File: src/rtl/csa_pkg.sv
// Shared definitions for the 3-operand carry-save feeder.
// Holds the collector FSM encoding and the default operand width.
// No logic; imported by csa3_reduce and tri_operand_collector.
package csa_pkg;

    localparam int DEFAULT_WIDTH = 8;

    typedef enum logic [1:0] {
        COLLECT = 2'd0,
        CALC    = 2'd1,
        OUT     = 2'd2
    } state_t;

endpackage

File: src/rtl/csa3_reduce.sv
// Purpose: reduce three unsigned operands to their full-width sum.
// Latency: purely combinational, zero cycles.
// Backpressure: none; no handshake, the caller registers the result.
// Ports: x, y, z (WIDTH each) in; sum (WIDTH+2) out = x + y + z, never overflows.
module csa3_reduce
    import csa_pkg::*;
#(
    parameter int WIDTH = DEFAULT_WIDTH
)
(
    input  logic [WIDTH-1:0] x,
    input  logic [WIDTH-1:0] y,
    input  logic [WIDTH-1:0] z,
    output logic [WIDTH+1:0] sum
);

    // Carry-save row: one full adder per bit, no carry chain.
    logic [WIDTH-1:0] ps;       // partial sum bits
    logic [WIDTH-1:0] gc;       // generated carries, weight 2^(i+1)

    genvar i;
    generate
        for (i = 0; i < WIDTH; i++) begin : g_fa
            assign ps[i] = x[i] ^ y[i] ^ z[i];
            assign gc[i] = (x[i] & y[i]) | (x[i] & z[i]) | (y[i] & z[i]);
        end
    endgenerate

    // Carry vector is WIDTH+1 bits once shifted; both addends are widened
    // to WIDTH+2 so the ripple add never truncates.
    logic [WIDTH+1:0] add_a;
    logic [WIDTH+1:0] add_b;
    logic [WIDTH+1:0] cy;       // cy[i] is the carry into bit i

    assign add_a = {2'b00, ps};
    assign add_b = {1'b0, gc, 1'b0};
    assign cy[0] = 1'b0;

    genvar j;
    generate
        for (j = 0; j < WIDTH + 2; j++) begin : g_rca
            assign sum[j] = add_a[j] ^ add_b[j] ^ cy[j];
            // The carry out of the top bit is always zero (3*(2^W-1) fits),
            // so it is not generated.
            if (j < WIDTH + 1) begin : g_cy
                assign cy[j+1] = (add_a[j] & add_b[j]) | (cy[j] & (add_a[j] ^ add_b[j]));
            end
        end
    endgenerate

endmodule

File: src/rtl/tri_operand_collector.sv
// Purpose: group an operand stream into triples and present x+y+z, one triple in flight.
// Latency: third operand accepted at edge N, CALC cycle follows, out_valid from edge N+1.
// Backpressure: in_ready low in CALC/OUT; out_sum held in OUT until out_ready.
// Ports: clk, rst (async, active high), clear (sync abort), in_valid/in_data/in_ready
//        operand stream, out_valid/out_sum/out_ready result stream, slot = operands held.
module tri_operand_collector
    import csa_pkg::*;
#(
    parameter int WIDTH = DEFAULT_WIDTH
)
(
    input  logic             clk,
    input  logic             rst,
    input  logic             clear,
    input  logic             in_valid,
    input  logic [WIDTH-1:0] in_data,
    output logic             in_ready,
    output logic             out_valid,
    output logic [WIDTH+1:0] out_sum,
    input  logic             out_ready,
    output logic [1:0]       slot
);

    state_t           state_q;
    state_t           state_d;
    logic [1:0]       slot_q;
    logic [1:0]       slot_d;
    logic [WIDTH-1:0] x_q;
    logic [WIDTH-1:0] y_q;
    logic [WIDTH-1:0] z_q;
    logic [WIDTH+1:0] sum_q;
    logic [WIDTH+1:0] csa_sum;
    logic             load_x;
    logic             load_y;
    logic             load_z;
    logic             load_sum;

    csa3_reduce #(
        .WIDTH (WIDTH)
    ) u_reduce (
        .x   (x_q),
        .y   (y_q),
        .z   (z_q),
        .sum (csa_sum)
    );

    // Handshake outputs come from registered state only. rst gating keeps
    // in_ready low while the block is held in reset even though the reset
    // state is COLLECT.
    assign in_ready  = (state_q == COLLECT) && !rst;
    assign out_valid = (state_q == OUT);
    assign out_sum   = sum_q;
    assign slot      = slot_q;

    always_comb begin
        state_d  = state_q;
        slot_d   = slot_q;
        load_x   = 1'b0;
        load_y   = 1'b0;
        load_z   = 1'b0;
        load_sum = 1'b0;

        if (clear) begin
            // Drops any operand offered this cycle and any pending result.
            state_d = COLLECT;
            slot_d  = 2'd0;
        end else begin
            case (state_q)
                COLLECT: begin
                    if (in_valid) begin
                        case (slot_q)
                            2'd0: begin
                                load_x = 1'b1;
                                slot_d = 2'd1;
                            end
                            2'd1: begin
                                load_y = 1'b1;
                                slot_d = 2'd2;
                            end
                            default: begin
                                load_z  = 1'b1;
                                slot_d  = 2'd0;
                                state_d = CALC;
                            end
                        endcase
                    end
                end
                CALC: begin
                    load_sum = 1'b1;
                    state_d  = OUT;
                end
                OUT: begin
                    if (out_ready) begin
                        state_d = COLLECT;
                    end
                end
                default: begin
                    state_d = COLLECT;
                    slot_d  = 2'd0;
                end
            endcase
        end
    end

    always_ff @(posedge clk or posedge rst) begin
        if (rst) begin
            state_q <= COLLECT;
            slot_q  <= 2'd0;
            x_q     <= '0;
            y_q     <= '0;
            z_q     <= '0;
            sum_q   <= '0;
        end else begin
            state_q <= state_d;
            slot_q  <= slot_d;
            // Operand registers are not touched by clear; stale values are
            // always overwritten before the next CALC.
            if (load_x) begin
                x_q <= in_data;
            end
            if (load_y) begin
                y_q <= in_data;
            end
            if (load_z) begin
                z_q <= in_data;
            end
            if (load_sum) begin
                sum_q <= csa_sum;
            end
        end
    end

endmodule

File: config.mk
export PLATFORM = sky130hd
export DESIGN_NAME = tri_operand_collector
export DESIGN_NICKNAME = d
export VERILOG_FILES = /design/src/rtl/csa_pkg.sv /design/src/rtl/csa3_reduce.sv /design/src/rtl/tri_operand_collector.sv
export SDC_FILE = /design/constraint.sdc
export NUM_CORES = 1
export LEC_CHECK = 0
export ABC_AREA = 0
export CAP_MARGIN = 5
export CORE_MARGIN = 2
export CORE_UTILIZATION = 40
export DETAILED_ROUTE_END_ITERATION = 7
export PLACE_DENSITY = 0.7
export SYNTH_ARGS = -nofsm -noshare
export SYNTH_HDL_FRONTEND = slang
export SYNTH_SLANG_ARGS = --single-unit
File: constraint.sdc
create_clock -name clk -period 4.39 [get_ports clk]
set_clock_uncertainty 0.1 [all_clocks]
set_input_delay 1.0975 -clock clk [delete_from_list [all_inputs] [get_ports clk]]
set_output_delay 1.0975 -clock clk [all_outputs]
set_load 0.02 [all_outputs]
* After elaboration in Yosys (flattened, before gate mapping)
Index checks and enable logic that the tools add are counted.
Storage, ports and cells: register bits 38, output and inout bits 14
Operators by class: equality and inequality tests 7, mux-type cells 23, bitwise operators 90, reduce and logical (&&, ||, !) cells 8
Operators by type and width (number):
- AND 1 bit | 38
- XOR 1 bit | 30
- bitwise OR 1 bit | 22
- two-way mux 1 bit | 14
- two-way mux 2 bit | 6
- case mux 2 bit (2 select lines) | 2
- != test 3 bit (second input constant) | 2
- case mux 2 bit (3 select lines) | 1
- equality test 2 x 1 -> 1 bit (second input constant) | 2
- logical NOT 2 bit | 2
- OR reduction 2 bit | 2
- != test 3 x 2 -> 1 bit (second input constant) | 1
- AND reduction 3 bit | 1
- equality test 2 bit (second input constant) | 1
- != test 2 x 1 -> 1 bit (second input constant) | 1
- AND reduction 2 bit | 1
- logical AND 1 bit | 1
- logical NOT 1 bit | 1

* Logic depth before layout (Yosys ltp)
depth in word-level cells 17, depth in mapped cells 16, gate-level depth less buffers 16

* Modules after synthesis
From an unflattened synthesis, not the netlist that was laid out.
Second synthesis, totals: cell total of the unflattened synthesis 143, area total of the unflattened synthesis 1976.9 um^2
Modules (own cells, without submodules):
- tri_operand_collector | times used 1, cells each 102, area an instance 1577.8 um^2, sequential area each 950.9 um^2
- csa3_reduce | times used 1, cells each 41, area an instance 399.1 um^2, sequential area each 0.0 um^2

* Worst setup path after synthesis
OpenSTA, ideal clock, no wires.
kind reg2reg, start register z_q[1], end register sum_q[8], in the netlist out_sum[8], library setup time 0.125 ns, arrival time 3.354 ns, required time 4.165 ns, path slack 0.811 ns, stages on the path, launching flop included 17, buffers on the path 0, cell sequence dfrtp_1 > inv_1 > fa_1 > inv_1 > ha_1 > inv_1 > fa_1 > fa_1 > inv_1 > fa_1 > inv_1 > fa_1 > inv_1 > fa_1 > fa_1 > ha_1 > mux2_2
On the way: word-level cells in the longest chain between the ends 17
Ends and longest elaborated chain:
- from (decl) | RTL line tri_operand_collector.sv:30 | logic [WIDTH-1:0] z_q;
- from (signal assigned) | RTL line tri_operand_collector.sv:125 | z_q <= in_data;
- AND 1 bit | RTL line csa3_reduce.sv:25 | assign gc[i] = (x[i] & y[i]) | (x[i] & z[i]) | (y[i] & z[i]);
- bitwise OR 1 bit (2 in series) | RTL line csa3_reduce.sv:25
- XOR 1 bit | RTL line csa3_reduce.sv:46 | assign cy[j+1] = (add_a[j] & add_b[j]) | (cy[j] & (add_a[j] ^ add_b[j]));
- AND 1 bit | RTL line csa3_reduce.sv:46
- bitwise OR 1 bit (*) | RTL line csa3_reduce.sv:46
- AND 1 bit (*) | RTL line csa3_reduce.sv:46
- bitwise OR 1 bit (*) | RTL line csa3_reduce.sv:46
- AND 1 bit (*) | RTL line csa3_reduce.sv:46
- bitwise OR 1 bit (*) | RTL line csa3_reduce.sv:46
- AND 1 bit (*) | RTL line csa3_reduce.sv:46
- bitwise OR 1 bit (*) | RTL line csa3_reduce.sv:46
- AND 1 bit (*) | RTL line csa3_reduce.sv:46
- bitwise OR 1 bit (*) | RTL line csa3_reduce.sv:46
- AND 1 bit (*) | RTL line csa3_reduce.sv:46
- bitwise OR 1 bit (*) | RTL line csa3_reduce.sv:46
- XOR 1 bit (*) | RTL line csa3_reduce.sv:42 | assign sum[j] = add_a[j] ^ add_b[j] ^ cy[j];
- net csa_sum[8] | RTL line tri_operand_collector.sv:32 | logic [WIDTH+1:0] csa_sum;
- to (signal assigned) | RTL line tri_operand_collector.sv:128 | sum_q <= csa_sum;
- to (decl) | RTL line tri_operand_collector.sv:31 | logic [WIDTH+1:0] sum_q;
Mark *: on every way through the listed nets, which the timed path passes. The rest lies on a longest branch. A chain may end at the register's enable or synchronous reset.

* Worst setup path in the final report
Ends and elaborated chain as after synthesis.

==> reports/summary.json <==
{
  "ctsHtreeMaxLevel": {"value": 2},
  "count_of_cell_types_in_the_netlist": {"value": 20},
  "layout.nets": {"value": 210},
  "drt_first_pass_iters": {"value": 4},
  "critPathCaptureType": {"value": "flip-flop"},
  "critical_path.max_stage_delay": {"value": 0.54, "unit": "ns"},
  "timing.rr.end": {"value": "out_sum[8]"},
  "ff2ff_setup_slack": {"value": 0.65, "unit": "ns"},
  "cts_setup_buffers": {"value": 0},
  "timing_worst_slew_pin_value": {"value": 0.7374, "unit": "ns"},
  "ctsRootBufferMaster": {"value": "clkbuf_8"},
  "grt_util_met2": {"value": 25.89, "unit": "%"},
  "min-delay-start": {"value": "out_sum[0]"},
  "detailed_router_s_first_iteration_violation_count": {"value": 69},
  "hold_path_depth": {"value": 2},
  "grt_antenna_before_repair": {"value": 0},
  "critical_path.cell_chain": {"value": "inv_1, fa_1, inv_1, ha_1, inv_1, fa_1, fa_1, inv_1, fa_1, inv_1, fa_1, inv_1, fa_1, fa_1, ha_1, mux2_2"},
  "cts_hold_repair.buffers": {"value": 0},
  "dp_hpwl": {"value": 2570, "unit": "um"},
  "crit_type": {"value": "reg2reg"},
  "max_cap_violations": {"value": 0},
  "die_h": {"value": 73.65, "unit": "um"},
  "slew_violations": {"value": 0},
  "period_minus_slack": {"value": 3.739, "unit": "ns"},
  "post_route_cells_drive_above_1_share": {"value": 22.73, "unit": "%"},
  "rsz_0062_raised_after_global_routing": {"value": "no"},
  "timing.max_slew.rel_slack": {"value": 50.47, "unit": "%"},
  "floorplan.io_pins": {"value": 27},
  "drc": {"value": 0},
  "slowest_stage": {"value": "fa_1"},
  "place.port_buffers": {"value": 26},
  "wire_per_inst": {"value": 14.77, "unit": "um"},
  "p_leak": {"value": 1.064, "unit": "nW"},
  "crit_fanout": {"value": 2},
  "synth_fp_nets": {"value": 178},
  "synth_area_per_cell": {"value": 13.38, "unit": "um2"},
  "hold-path-endpoint": {"value": "out_sum[0]"},
  "global_route.usage.total": {"value": 15.23, "unit": "%"},
  "yosysWarningCount": {"value": 0},
  "grt_pass1_vias": {"value": 1292},
  "start_util": {"value": 41.36, "unit": "%"},
  "result_of_the_run": {"value": "finished, final reports clean"},
  "power-per-cell-area": {"value": 541.2, "unit": "mW/mm2"},
  "synth_area_leaders": {"value": "dfrtp_1 (49%), mux2_2 (17%), fa_1 (14%)"},
  "detail_route.vias_per_cell": {"value": 4.996},
  "drt-total-wl": {"value": 3396, "unit": "um"},
  "critical_path.n_buffers_inverters": {"value": 6},
  "core": {"value": 0.004692, "unit": "mm2"},
  "grtUsageMet3": {"value": 5.075, "unit": "%"},
  "cts_tree": {"value": "yes"},
  "layout_worst_path_cycle_share": {"value": 85.18, "unit": "%"},
  "clock_sinks": {"value": 38},
  "synth-seq-cells": {"value": 38},
  "worst_path_dominant_cell_family": {"value": "adder cells"},
  "max_clock_freq": {"value": 267.4, "unit": "MHz"},
  "clkSlewWorstSetupHoldPaths": {"value": 0.07, "unit": "ns"},
  "die_w": {"value": 73.65, "unit": "um"},
  "clk_path_buf_depth": {"value": 2},
  "tns": {"value": 0, "unit": "ns"},
  "gp_congestion": {"value": 0.7332},
  "grt_start_max_net_pins": {"value": 39},
  "worst_hold_path_type": {"value": "reg2reg"},
  "worst-r2r-cell-count": {"value": 16},
  "detailed_route_via_count": {"value": 1149},
  "synth_largest_type_area_fraction": {"value": 49.00, "unit": "%"},
  "synth_area_leader_cell": {"value": "dfrtp_1"},
  "fillerInstances": {"value": 414},
  "global_routing_usage_on_met1": {"value": 18.21, "unit": "%"},
  "areaGrowthSynthToFinish": {"value": 20.70, "unit": "%"},
  "placed_cell_area": {"value": 0.002260, "unit": "mm2"},
  "irDropWorstVdd": {"value": 0.2407, "unit": "mV"},
  "area_enclosed_by_the_die_boundary": {"value": 0.005424, "unit": "mm2"},
  "mappedNetlistArea": {"value": 0.001941, "unit": "mm2"},
  "most-common-layout-cells": {"value": "dfrtp_1 (38), mux2_2 (30), clkdlybuf4s50_1 (26)"},
  "cpMostUsedCell": {"value": "fa_1"},
  "hold_violations": {"value": 0},
  "syn_inst": {"value": 145},
  "cp_data_arrival_time": {"value": 3.81, "unit": "ns"},
  "num_rows": {"value": 25},
  "globalRoute.totalOverflow": {"value": 0},
  "cts_inserted_buffers": {"value": 5},
  "worstPathRequired": {"value": 4.46, "unit": "ns"},
  "setup_violations": {"value": 0},
  "mostFrequentLayoutCell": {"value": "dfrtp_1"},
  "grt_first_pass_wirelength": {"value": 5989, "unit": "um"},
  "insertedDiodeCount": {"value": 0},
  "synth.yosys.seq_area_share": {"value": 49.00, "unit": "%"},
  "antenna_left": {"value": 0},
  "cells_resized_by_post_cts_repair": {"value": 0},
  "grt_busiest_layer": {"value": "met2"},
  "cp-start-kind": {"value": "flip-flop"},
  "final_design_area_no_fill": {"value": 0.002342, "unit": "mm2"},
  "r2r-start": {"value": "z_q[1]"},
  "worstSkewPairLatency": {"value": 0.28, "unit": "ns"}
}
power breakdown:
part	switching [mW]	internal (mW)	total (mW)	leakage [nW]
Clock	0.109	0.121	0.230	0.0431
Combinational	0.251	0.268	0.520	0.541
Sequential	0.0651	0.453	0.518	0.480
Total	0.425	0.842	1.27	1.06
metrics by stage:
stage | util [%] | hold slack [ns] | worst slack [ns] | total power [mW] | instances
final | 49.92 | 0.3827 | 0.6507 | 1.268 | 230
after global routing | 49.92 | 0.4198 | 0.3865 | 1.402 | 230
after detailed placement | 48.16 | 0.3703 | 0.6274 | 1.064 | 224
after global placement | 48.16 | 0.3607 | 0.7274 | 1.029 | 224
after floorplan | - | 0.3794 | 0.8112 | 0.8714 | 145
after CTS | 49.92 | 0.3854 | 0.6053 | 1.303 | 230
worst register-to-register path, cell delays in order, from the launching register on:
cell,delay (ns)
dfrtp_1,0.34
inv_1,0.06
fa_1,0.54
inv_1,0.05
ha_1,0.19
inv_1,0.06
fa_1,0.18
fa_1,0.16
inv_1,0.05
fa_1,0.34
inv_1,0.07
fa_1,0.15
inv_1,0.05
fa_1,0.37
fa_1,0.38
ha_1,0.28
mux2_2,0.26
Yosys cell counts:
cell type	count
dfrtp_1	38
mux2_2	30
inv_1	24
fa_1	14
o21ai_0	7
ha_1	6
nand2_1	6
a21oi_1	3
nand2b_1	3
nor2b_1	3
nand4b_1	2
buf_2	1
buf_6	1
mux2i_1	1
nor2_1	1
nor2_2	1
nor3b_1	1
nor4_4	1
or2_2	1
or4_1	1
logic make-up (layout without fill, tap and decap cells):
kind of cell | after synthesis | after routing | share of synthesized area [%]
AOI/OAI and AO/OA | 10 | 10 | 2.579
buffers and inverters | 26 | 57 | 5.480
muxes | 31 | 31 | 17.92
adders and majority gates | 20 | 20 | 18.31
DFF | 38 | 38 | 49.00
and+or+nand+nor | 20 | 20 | 6.706
registers in the layout (all words and copies together) (netlist names):
| name | cells |
|---|---|
| slot | 2 |
| state_q | 2 |
| out_sum | 10 |
| x_q | 8 |
| z_q | 8 |
| y_q | 8 |
metal layers:
layer / wire (um) / vias to the layer above
met5: 0 / -
met4: 49 / 0
met3: 167 / 7
met2: 1723 / 28
met1: 1455 / 587
li1: - / 527
cell type report:
class                      count  area (um2)  share of cell area [%]
tap                           54       67.56                   2.885
inverter                      24       90.09                   3.846
multi-input combinational     81       883.3                   37.71
sequential                    38       950.9                   40.60
timing repair buffer          27       267.8                   11.43
clock buffer                   6       82.58                   3.526
worst max path at each step:
stage	startpoint	end	cells after the start
detailed placement	z_q[1]	out_sum[8]	16
floorplan	z_q[1]	out_sum[8]	16
CTS	z_q[1]	out_sum[8]	16
finish	z_q[1]	out_sum[8]	16
global placement	z_q[1]	out_sum[8]	16
global route	z_q[1]	out_sum[8]	16
Power figures use the tool's default switching activity.
